==> src/rtl/pipe_ctrl_if.sv <==
// Stall/mul-div handshake bundle between the pipeline stages and pipe_ctrl.
// The pipeline side is the master; the stall controller is the slave.
interface pipe_ctrl_if;
  logic        stallreq_id;
  logic        md_start;
  logic        md_is_div;
  logic        abort;
  logic [5:0]  stall;
  logic        md_busy;
  logic        md_ready;
  logic [15:0] stall_cnt;

  modport master (
    output stallreq_id, md_start, md_is_div, abort,
    input  stall, md_busy, md_ready, stall_cnt
  );

  modport slave (
    input  stallreq_id, md_start, md_is_div, abort,
    output stall, md_busy, md_ready, stall_cnt
  );
endinterface

==> src/rtl/pipe_ctrl.sv <==
// Pipeline stall controller: load-use holds plus a multi-cycle mul/div sequencer
// (IDLE -> MD_BUSY -> MD_DONE) and a saturating count of PC-stall cycles.
module pipe_ctrl #(
  parameter int DIV_CYCLES = 32,
  parameter int MUL_CYCLES = 4
) (
  input logic        clk,
  input logic        rst,
  pipe_ctrl_if.slave bus
);

  typedef enum logic [1:0] {
    IDLE    = 2'd0,
    MD_BUSY = 2'd1,
    MD_DONE = 2'd2
  } state_t;

  localparam logic [5:0] DIV_LOAD = 6'(DIV_CYCLES - 1);
  localparam logic [5:0] MUL_LOAD = 6'(MUL_CYCLES - 1);
  // Stages frozen by a load-use request: PC, IF, ID.
  localparam logic [5:0] ID_MASK  = 6'b000111;
  // Stages frozen by a mul/div: PC, IF, ID, EX.
  localparam logic [5:0] MD_MASK  = 6'b001111;

  state_t      state_reg;
  logic [5:0]  cnt_reg;
  logic        md_busy_reg;
  logic        md_ready_reg;
  logic [15:0] stall_cnt_reg;

  logic        md_stall;
  logic        id_stall;
  logic [5:0]  stall_next;

  // Combinational so EX freezes in the issue cycle; abort and reset cancel it at once.
  assign md_stall = !rst && !bus.abort &&
                    (((state_reg == IDLE) && bus.md_start) || (state_reg == MD_BUSY));
  assign id_stall = !rst && bus.stallreq_id;

  genvar gi;
  generate
    for (gi = 0; gi < 6; gi++) begin : g_stall
      assign stall_next[gi] = (md_stall && MD_MASK[gi]) || (id_stall && ID_MASK[gi]);
    end
  endgenerate

  always_ff @(posedge clk) begin
    if (rst || bus.abort) begin
      state_reg    <= IDLE;
      cnt_reg      <= '0;
      md_busy_reg  <= 1'b0;
      md_ready_reg <= 1'b0;
    end else begin
      case (state_reg)
        IDLE: begin
          md_ready_reg <= 1'b0;
          if (bus.md_start) begin
            state_reg   <= MD_BUSY;
            cnt_reg     <= bus.md_is_div ? DIV_LOAD : MUL_LOAD;
            md_busy_reg <= 1'b1;
          end else begin
            md_busy_reg <= 1'b0;
          end
        end
        MD_BUSY: begin
          md_busy_reg <= 1'b1;
          if (cnt_reg == '0) begin
            state_reg    <= MD_DONE;
            md_ready_reg <= 1'b1;
          end else begin
            cnt_reg      <= cnt_reg - 6'd1;
            md_ready_reg <= 1'b0;
          end
        end
        MD_DONE: begin
          state_reg    <= IDLE;
          md_busy_reg  <= 1'b0;
          md_ready_reg <= 1'b0;
        end
        default: begin
          state_reg    <= IDLE;
          cnt_reg      <= '0;
          md_busy_reg  <= 1'b0;
          md_ready_reg <= 1'b0;
        end
      endcase
    end
  end

  always_ff @(posedge clk) begin
    if (rst) begin
      stall_cnt_reg <= '0;
    end else if (stall_next[0] && (stall_cnt_reg != 16'hFFFF)) begin
      stall_cnt_reg <= stall_cnt_reg + 16'd1;
    end
  end

  // Registered status is masked during reset so it reads idle immediately.
  assign bus.stall     = stall_next;
  assign bus.md_busy   = md_busy_reg && !rst;
  assign bus.md_ready  = md_ready_reg && !rst;
  assign bus.stall_cnt = stall_cnt_reg;

endmodule

==> src/flat_wrapper.sv <==
// flat-port wrapper written by rule: the top's interface ports become plain ports
module pipe_ctrl_flat 
#(
  parameter int DIV_CYCLES = 32,
  parameter int MUL_CYCLES = 4
)
  (clk, rst, bus_stallreq_id, bus_md_start, bus_md_is_div, bus_abort, bus_stall, bus_md_busy, bus_md_ready, bus_stall_cnt);
  pipe_ctrl_if bus_i ();
  input logic clk;
  input logic rst;
  input wire logic [$bits(bus_i.stallreq_id)-1:0] bus_stallreq_id;
  input wire logic [$bits(bus_i.md_start)-1:0] bus_md_start;
  input wire logic [$bits(bus_i.md_is_div)-1:0] bus_md_is_div;
  input wire logic [$bits(bus_i.abort)-1:0] bus_abort;
  output wire logic [$bits(bus_i.stall)-1:0] bus_stall;
  output wire logic [$bits(bus_i.md_busy)-1:0] bus_md_busy;
  output wire logic [$bits(bus_i.md_ready)-1:0] bus_md_ready;
  output wire logic [$bits(bus_i.stall_cnt)-1:0] bus_stall_cnt;
  assign bus_i.stallreq_id = bus_stallreq_id;
  assign bus_i.md_start = bus_md_start;
  assign bus_i.md_is_div = bus_md_is_div;
  assign bus_i.abort = bus_abort;
  assign bus_stall = bus_i.stall;
  assign bus_md_busy = bus_i.md_busy;
  assign bus_md_ready = bus_i.md_ready;
  assign bus_stall_cnt = bus_i.stall_cnt;
  pipe_ctrl #(.DIV_CYCLES(DIV_CYCLES), .MUL_CYCLES(MUL_CYCLES)) u_core (.clk(clk), .rst(rst), .bus(bus_i));
endmodule
==> config.mk <==
export PLATFORM = sky130hd
export DESIGN_NAME = pipe_ctrl_flat
export DESIGN_NICKNAME = d
export VERILOG_FILES = /design/src/rtl/pipe_ctrl_if.sv /design/src/rtl/pipe_ctrl.sv /design/src/flat_wrapper.sv
export SDC_FILE = /design/constraint.sdc
export NUM_CORES = 1
export LEC_CHECK = 0
export ABC_AREA = 1
export BUFFER_PORTS_ARGS = -buffer_cell sky130_fd_sc_hd__buf_2
export CAP_MARGIN = 20
export CORE_MARGIN = 3
export CORE_UTILIZATION = 55
export CTS_CLUSTER_DIAMETER = 30
export CTS_CLUSTER_SIZE = 20
export DETAILED_ROUTE_END_ITERATION = 6
export PLACE_DENSITY = 0.81
export SYNTH_ARGS = -nofsm -noshare
export SYNTH_HDL_FRONTEND = slang
export SYNTH_SLANG_ARGS = --single-unit
export TNS_END_PERCENT = 100
==> constraint.sdc <==
create_clock -name clk -period 2.5 [get_ports clk]
set_clock_uncertainty 0.2 [all_clocks]
set_input_delay 0.5 -clock clk [delete_from_list [all_inputs] [get_ports clk]]
set_output_delay 0.5 -clock clk [all_outputs]
set_load 0.05 [all_outputs]
* After elaboration in Yosys (flattened, before gate mapping)
Index checks and enable logic that the tools add are counted.
W data, S select, Z words.
** Operators by class
- Eq/ne operators :: 6
- Bitwise logic cells :: 2
- Reduce and logical (&&, ||, !) cells :: 17
- Add/subtract/negate cells :: 2
- Multiplexer cells :: 10
** Operators by type and width (count)
- $pmux W6 S3 :: 1
- $add A16 B1 Y16 const B :: 1
- $ne A16 B16 Y1 const B :: 1
- $mux W6 :: 2
- $logic_and A1 B1 Y1 :: 7
- $logic_not A6 Y1 :: 1
- $ne A2 B2 Y1 const B :: 3
- $sub A6 B1 Y6 const B :: 1
- $mux W5 :: 1
- $mux W2 :: 2
- $pmux W2 S2 :: 1
- $logic_or A1 B1 Y1 :: 3
- $reduce_and A3 Y1 :: 1
- $eq A2 B1 Y1 const B :: 1
- $eq A2 B2 Y1 const B :: 1
- $logic_not A1 Y1 :: 2
- $logic_not A2 Y1 :: 1
- $mux W1 :: 2
- $not A1 Y1 :: 2
- $pmux W1 S2 :: 1
- $reduce_and A2 Y1 :: 1
- $reduce_or A2 Y1 :: 1
** Storage, ports and cells
- Logic and storage cells :: 42
- Output and inout port bits :: 24
- Input bits :: 6
- Register bits :: 26

* Logic depth before layout (Yosys ltp)
Gate-level depths: netlist of run 1.
- Depth in word-level cells :: 6
- Mapped depth :: 10
- Mapped depth without buffers :: 9

* Worst setup path before layout of run 1
OpenSTA, ideal clock, no wires.
- Kind :: input -> output
- Start :: in rst
- End :: out bus_stall[1]
- Data arrival time :: 1.660 ns
- Stages :: 7
- Required time :: 1.800 ns
- Slack :: 0.140 ns
- Path buffers :: 3
- Path through :: buf_6 -> or2_1 -> buf_6 -> nor2_8 -> nor2_4 -> inv_2 -> buf_4
** On the way
- Longest elaborated chain between the ends :: 4
- Elaborated cells on any way between the ends :: 5
- Classes of those cells :: 5 x reduce/logical
** Ends and longest elaborated chain
- start, declared :: RTL line flat_wrapper.sv:10 : input logic rst;
- $logic_not A1 Y1 :: RTL line pipe_ctrl.sv:36 : assign md_stall = !rst && !bus.abort &&
- $logic_and A1 B1 Y1 (2 in a row) :: RTL line pipe_ctrl.sv:36
- net u_core.md_stall :: RTL line pipe_ctrl.sv:31 : logic md_stall;
- $logic_or A1 B1 Y1
- end, declared :: RTL line flat_wrapper.sv:15 : output wire logic [$bits(bus_i.stall)-1:0] bus_stall;
The timed path passes the listed nets, and every way through them passes these cells.

* Worst setup path after layout of run 1
- Start :: reg u_core.state_reg[1]
- End :: out bus_stall[2]
** On the way
- Longest elaborated chain between the ends :: 5
- Elaborated cells on any way between the ends :: 6
- Classes of those cells :: 1 x eq/ne; 5 x reduce/logical
** Ends and longest elaborated chain
- start, declared :: RTL line pipe_ctrl.sv:25 : state_t state_reg;
- start signal, assigned :: RTL line pipe_ctrl.sv:49 : state_reg <= IDLE;
- start signal, assigned :: RTL line pipe_ctrl.sv:58 : state_reg <= MD_BUSY;
- start signal, assigned :: RTL line pipe_ctrl.sv:68 : state_reg <= MD_DONE;
- $logic_not A2 Y1 :: RTL line pipe_ctrl.sv:37 : (((state_reg == IDLE) && bus.md_start) || (state_reg == MD_BUSY));
- $logic_and A1 B1 Y1 :: RTL line pipe_ctrl.sv:37
- $logic_or A1 B1 Y1 * :: RTL line pipe_ctrl.sv:37
- $logic_and A1 B1 Y1 * :: RTL line pipe_ctrl.sv:36
- $logic_or A1 B1 Y1 * :: RTL line pipe_ctrl.sv:43 : assign stall_next[gi] = (md_stall && MD_MASK[gi]) || (id_stall && ID_MASK[gi]);
Mark *: on every way between the ends. The rest lies on a longest branch, timed or not.

==> results.md, run 1 <==
Run status:
- The run finished with clean final reports.

Power and ir drop:
- The share of total power dissipated in the clock network is 0.266.
- The logic gate share of total power is 0.190.
- IR analysis of the VDD net gives a maximum drop of 0.423 mV.
- The net switching power figure is approximately 0.25 mW.
- For this design the ratio of total power to cell area is between 400 and 500 nW/um2.
- Internal power comes to 0.554 mW.
- Of the total power, registers draw 0.543.
- The switching power as a share of total power is 0.310.
- The leakage power figure is 0.774 nW.

Timing:
- Of the available clock period, the critical path in the final layout requires 0.913.
- The total negative slack is 0 ns.
- The final worst-path setup slack is between 0.2 and 0.25 ns.
- Setup repair after global routing left no endpoint under its margin.
- Setup violations remaining at the end of the flow were counted as 0.
- The worst path in the final design needs a cycle of approximately 2.3 ns, including I/O delays and setup.
- The final count of pins violating max slew is 0.
- Static timing analysis puts the maximum clock frequency at 438 MHz.
- The final hold violation count came to 0.
- Hold is met by between 0.2 and 0.25 ns.

Cells and area:
- The register area is about 520 um2.
- 0 antenna diodes ended up in the layout.
- The area taken by multi-input logic gates is 958 um2.
- The top cell types in the final layout, fill and taps aside, are sky130_fd_sc_hd__nand2_1, sky130_fd_sc_hd__nor2_1, sky130_fd_sc_hd__buf_2.
- The filler cell count is 286.
- The share of layout cells above drive strength 1 is 0.232.
- The number of flip-flops under the largest register name is 16.
- Leaving out fill and tap cells, the most frequent cell in the layout is sky130_fd_sc_hd__nand2_1.
- The signed area change from the synthesized netlist to the final layout is 7.70%.
- The final-stage net count is between 200 and 300.

Floorplanning:
- From bottom edge to top edge, the die measures 61.2 um.
- The area of the core is about 2800 um2.
- The floorplan has 19 rows.
- The overall die area is between 3000 and 4000 um2.
- The die is 61.2 um wide.
- During I/O placement, the number of pins put on the boundary was 30.
- The initial utilization of the core area, before any placement, comes to 0.591.

Clock network:
- Clock-pin slew was measured on the worst setup and hold paths at roughly 0.13 ns.
- The insertion delay of the later-clocked pin in the worst-skew pair is 0.32 ns.
- The post-CTS setup-driven buffer insertion count is 0.
- TritonCTS created 3 clock buffers.
- In this run, post-CTS repair resized a total of 0 instances.
- In this run the clock root is driven by a sky130_fd_sc_hd__clkbuf_4.
- CTS saw 26 sinks.
- The clock tree from TritonCTS is yes.
- The H-tree depth is 1.
- The count of hold buffers inserted by post-cts repair is 0.
- The clock tree buffer depth is 2.

Critical path:
- The critical path's top delay family is flip-flops.
- The element type at the critical path start is a flop.
- The number of buffers and inverters on the critical path is 2.
- STA puts the critical path data required time at between 1.5 and 2 ns.
- The critical path's slowest cell is sky130_fd_sc_hd__dfxtp_1.
- Walking the worst path, the cells encountered are o21bai_2 > nor2_8 > nor2_4 > inv_2 > buf_2.
- The worst setup path is of the reg2out kind.
- The maximum single-stage delay on the critical path is 0.50 ns.
- The largest fanout on the critical path is 9.
- The type of destination of the critical path is an output port.
- The endpoint arrival time on the critical path is around 1.6 ns.

Yosys:
- After synthesis, the cell types taking the most area are sky130_fd_sc_hd__dfxtp_1, sky130_fd_sc_hd__nand2_1, sky130_fd_sc_hd__nor2_1.
- The count of unique library cells instantiated by Yosys is 29.
- For this run, the register share of the synthesized area comes to 0.311.
- The number of warnings issued by yosys is 0.
- The average cell area after synthesis is approximately 6.7 um2.
- The number of synthesized register bits is 26.
- The share of synthesized area in the top cell type comes to 0.311.
- The post-synth design cell area is approximately 1700 um2.
- The post-synthesis instance total is around 250.
- The largest total area in the synthesized netlist belongs to sky130_fd_sc_hd__dfxtp_1.

Global route:
- The global-route usage over all layers is 0.182.
- The number of global-route vias before repair is ~1300.
- The largest net degree at the start of global routing is 19.
- The number of antenna violations at the first check in global routing is 0.
- The global-route wire length before repair is between 5 and 6 mm.
- The total congestion overflow is 0.

Detailed routing:
- The first TritonRoute pass finished after 5 iterations.
- Dividing the detail-routed via count by the number of cells gives about 5.
- The residual antenna-violating net count after detailed routing is 0.
- In the final routed layout, each cell accounts on average for between 10 and 15 um.
- The residual DRC count is 0.
- The detailed-route wire length is roughly 3.2 mm.
- After the first detailed-routing iteration, the DRC count stood at 100.
- The via total after detailed routing is around 1500.

Placement:
- At the end of routability-driven placement, the weighted congestion stood at 0.864.
- Detailed placement finished with a half-perimeter wire length of approximately 2.4 mm.
- The worst slack at placement is between 0.3 and 0.4 ns.
- The count of port buffers added during placement is 27.

Hold path:
- The worst hold path belongs to the class in2reg.

Run:
- Across the run, the number of max-cap violations was 0.
[cell type report]
type | instances | share of cell area
Clock buffer | 4 | 0.0201
Inverter | 26 | 0.0542
Multi-Input combinational cell | 186 | 0.532
Sequential cell | 26 | 0.289
Tap cell | 31 | 0.0215
Timing Repair Buffer | 29 | 0.0833
[layer usage]
layer,track usage,up-vias,wire (um)
met4,0.0310,0,15
met5,0,-,0
met3,0.0440,2,142
met2,0.316,29,1510
met1,0.231,674,1490
li1,-,816,-
[Yosys cell counts]
library cell,number
sky130_fd_sc_hd__o211ai_1,1
sky130_fd_sc_hd__inv_1,24
sky130_fd_sc_hd__buf_2,1
sky130_fd_sc_hd__dfxtp_1,26
sky130_fd_sc_hd__nor2_1,44
sky130_fd_sc_hd__nand3_1,13
sky130_fd_sc_hd__nor4_1,2
sky130_fd_sc_hd__nand2_1,62
sky130_fd_sc_hd__xor2_1,5
sky130_fd_sc_hd__nand2_2,11
sky130_fd_sc_hd__buf_6,3
sky130_fd_sc_hd__or2_1,1
sky130_fd_sc_hd__inv_2,2
sky130_fd_sc_hd__conb_1,1
sky130_fd_sc_hd__buf_4,5
sky130_fd_sc_hd__o21ai_0,11
sky130_fd_sc_hd__nor2_4,2
sky130_fd_sc_hd__ha_1,2
sky130_fd_sc_hd__a21oi_1,7
sky130_fd_sc_hd__nor2_2,1
sky130_fd_sc_hd__and2_1,1
sky130_fd_sc_hd__nor2_8,2
sky130_fd_sc_hd__xnor2_1,2
sky130_fd_sc_hd__nand4_1,5
sky130_fd_sc_hd__a21oi_2,10
sky130_fd_sc_hd__buf_12,1
sky130_fd_sc_hd__o21bai_2,1
sky130_fd_sc_hd__clkbuf_1,1
sky130_fd_sc_hd__nand2_4,1
[cell families (layout without fill, tap and decap cells)]
logic type	Yosys count	in the layout	share of synthesized area
AND/OR/NAND/NOR	145	145	0.399
buffers and inverters	37	59	0.118
AO/OA/AOI/OAI	30	30	0.117
flip-flops	26	26	0.311
XOR/XNOR	7	7	0.0366
adder cells (fa/ha/maj)	2	2	0.0150
other	1	2	0.00224
[worst min-delay path: cells and delay by family]
kind	cells	cell delay [ns]
AO/OA/AOI/OAI	1	0.05
buffers and inverters	1	0.11
AND/OR/NAND/NOR	1	0.06
[final timing paths]
check,from,to,slack (ns),cells past startpoint
max,u_core.state_reg[1],bus_stall[2],0.22,5
min reg2reg,u_core.cnt_reg[3],u_core.cnt_reg[3],0.32,2
min,bus_md_start,u_core.state_reg[0],0.24,3
max reg2reg,u_core.bus.stall_cnt[0],u_core.bus.stall_cnt[10],0.55,9
[metrics by stage]
step           power (mW)  utilization  instances  area (um2)
6_report            0.803        0.637        302        1800
5_1_grt             0.844        0.637        302        1800
4_1_cts             0.812        0.637        302        1800
3_5_place_dp        0.599        0.624        298        1770
3_3_place_gp        0.596        0.624        298        1770
2_1_floorplan       0.584            -        249        1680
[power groups by stage]
stage / logic [mW] / registers, mW / clock network [mW]
2_1_floorplan: 0.129 / 0.455 / 0
6_report: 0.153 / 0.437 / 0.214
4_1_cts: 0.154 / 0.436 / 0.222
3_3_place_gp: 0.151 / 0.445 / 0
3_5_place_dp: 0.153 / 0.445 / 0
5_1_grt: 0.169 / 0.439 / 0.236
Power figures use the tool's default switching activity.
==> run 2: changes to the inputs <==
==> constraint.sdc (replaced) <==
create_clock -name clk -period 2.5 [get_ports clk]
set_clock_uncertainty 0.2 [all_clocks]
set_input_delay 0.375 -clock clk [delete_from_list [all_inputs] [get_ports clk]]
set_output_delay 0.375 -clock clk [all_outputs]
set_load 0.05 [all_outputs]
==> results.md, run 2 (synthesis results as in run 1) <==
Detailed routing:
- In the routed layout, each cell is associated on average with a via count of 5.00.
- The violation count after the first detailed-route iteration is 69.
- The residual DRC count is 0.
- The routed design has about 3.3 mm of wire.
- The first detailed-routing pass took 5 iterations.
- In the final routed layout, each cell accounts on average for roughly 11 um.
- The via total after detailed routing is 1500.
- The residual antenna-violating net count after detailed routing is 0.

Clock network:
- In this run, post-CTS repair resized a total of 0 instances.
- After clock tree synthesis, the clock-pin slew on the worst setup and hold paths is 0.13 ns.
- The clock net in this run drives a total of 26 sinks.
- The number of hold buffers added after CTS was 0.
- The post-CTS setup-driven buffer insertion count is 0.
- The insertion delay of the later-clocked pin in the worst-skew pair is around 0.32 ns.
- The clock tree from TritonCTS is yes.
- Buffers inserted during clock tree synthesis total 3.
- CTS built an H-tree with a depth of 1.
- The clock tree buffer depth is 2.
- The root buffer cell chosen for the clock tree is sky130_fd_sc_hd__clkbuf_4.

Floorplanning:
- The total area inside the core boundary comes to 2830 um2.
- The top-level I/O count is 30.
- The floorplan step set the die height to 61.2 um.
- The die is 61.2 um wide.
- The starting density of the core is 0.591.
- The die covers roughly 3700 um2.
- The total number of placement rows is 19.

Critical path:
- The critical path data required time is about 1.9 ns.
- The largest fanout on the critical path is 9.
- The signal on the critical path passes through o21bai_2 > nor2_8 > nor2_4 > inv_2 > buf_2.
- In this design, the stage delay of the slowest critical-path cell is 0.54 ns.
- The worst setup path is launched from a flop.
- The largest individual stage delay along the critical path comes from the cell sky130_fd_sc_hd__dfxtp_1.
- The endpoint arrival time on the critical path is about 1.7 ns.
- The worst setup path is captured at an output port.
- The path type of the worst setup path is reg2out.

Power and ir drop:
- The leakage power figure is approximately 0.76 nW.
- Of the total power, the clock network draws 0.231.
- The logic gate share of total power is 0.199.
- The internal power of the cells totals 0.521 mW.
- Of the total power, the share spent switching nets is 0.320.
- VDD sags by at most between 0.3 and 0.4 mV.
- Power spread over the standard cell area amounts to roughly 430 nW/um2.
- The design draws 0.766 mW.
- The net switching power figure is around 0.25 mW.
- The sequential fraction of design power is 0.570.

Global route:
- The number of antenna violations at the first check in global routing is 0.
- The global-route wire length before repair is ~5.4 mm.
- The global-route usage over all layers is 0.188.
- The largest net degree at the start of global routing is 19.
- The total congestion overflow is 0.
- The number of global-route vias before repair is roughly 1300.

Timing:
- The achievable clock frequency is 448 MHz.
- Setup repair after global routing left no endpoint under its margin.
- The smallest clock period supported by the final layout is computed as approximately 2.2 ns.
- Setup violations remaining at the end of the flow were counted as 0.
- The final hold violation count is 0.
- The final count of pins violating max slew was 0.
- The share of the clock period used by the worst path is 0.892.
- For the final routed database, the setup TNS stands at 0 ns.

Run status:
- The run finished with clean final reports.

Cells and area:
- The utilization after layout is 0.629.
- The signed area change from the synthesized netlist to the final layout is 6.43%.
- The non-filler instance count after layout is 300.
- The register with the most flip-flops in the layout has 16 of them.
- The final-stage net count is 279.
- The library cells used most frequently in the layout, excluding fill and tap cells, are sky130_fd_sc_hd__nand2_1, sky130_fd_sc_hd__nor2_1, sky130_fd_sc_hd__buf_2.
- Leaving out fill and tap cells, the most frequent cell in the layout is sky130_fd_sc_hd__nand2_1.
- Summing all non-filler instances in the final layout gives an area of 1780 um2.
- The antenna diode count is 0.
- Of the cells placed in the final design, the portion with a size suffix greater than 1 is 0.227.
- The filler cell count is 276.

Run:
- The number of max-capacitance violations reported is 0.

Placement:
- After detailed placement, the total cell area comes to between 1500 and 2000 um2.
- Routability-driven placement finished with a final weighted congestion of roughly 0.82.
- The count of port buffers added during placement is 27.
- The HPWL after detailed placement is roughly 2.5 mm.
- The number of placed instances with taps included is 297.

Hold path:
- In this run the worst hold path is classified as in2reg.
==> run 2: metal layers <==
layer,up-vias,wire length [um],share of wire,track usage
li1,813,-,-,-
met1,655,1570,0.47,0.235
met2,28,1570,0.47,0.322
met3,4,146,0.044,0.0503
met4,0,24,0.0073,0.0433
met5,-,0,0,0
==> run 2: final cells by class <==
type	count	area, um2	area share
well taps	31	38.8	0.0218
flip-flops and latches	26	520	0.292
clock buffers	3	22.5	0.0126
multi-input cells	186	958	0.538
repair buffers	28	143	0.0801
inverters	26	97.6	0.0548
==> run 2: per-stage QoR <==
stage          setup WS (ns)  hold slack, ns
6_report               0.270           0.124
5_1_grt                0.160           0.130
4_1_cts                0.264           0.116
3_5_place_dp           0.476           0.284
3_3_place_gp           0.503           0.283
2_1_floorplan          0.302           0.258
==> run 2: final timing paths <==
kind,from,end,slack [ns],cells past startpoint
worst max register to register,u_core.bus.stall_cnt[0],u_core.bus.stall_cnt[13],0.54,9
worst max-delay path,u_core.state_reg[1],bus_stall[1],0.27,5
worst min-delay path,bus_md_start,u_core.state_reg[0],0.12,3
worst min register to register,u_core.cnt_reg[3],u_core.cnt_reg[3],0.31,2
==> run 2: worst max-delay path: cells and delay by family (launching register included) <==
family                 cells  cell delay, ns
AO/OA/AOI/OAI              1            0.25
buffers and inverters      2            0.31
flip-flops                 1            0.54
AND/OR/NAND/NOR            2            0.23
==> run 2: power groups by stage <==
stage	Combinational [mW]	Sequential (mW)	Clock (mW)
6_report	0.152	0.437	0.177
2_1_floorplan	0.129	0.455	0
3_5_place_dp	0.153	0.446	0
5_1_grt	0.170	0.439	0.198
4_1_cts	0.153	0.437	0.182
3_3_place_gp	0.150	0.445	0
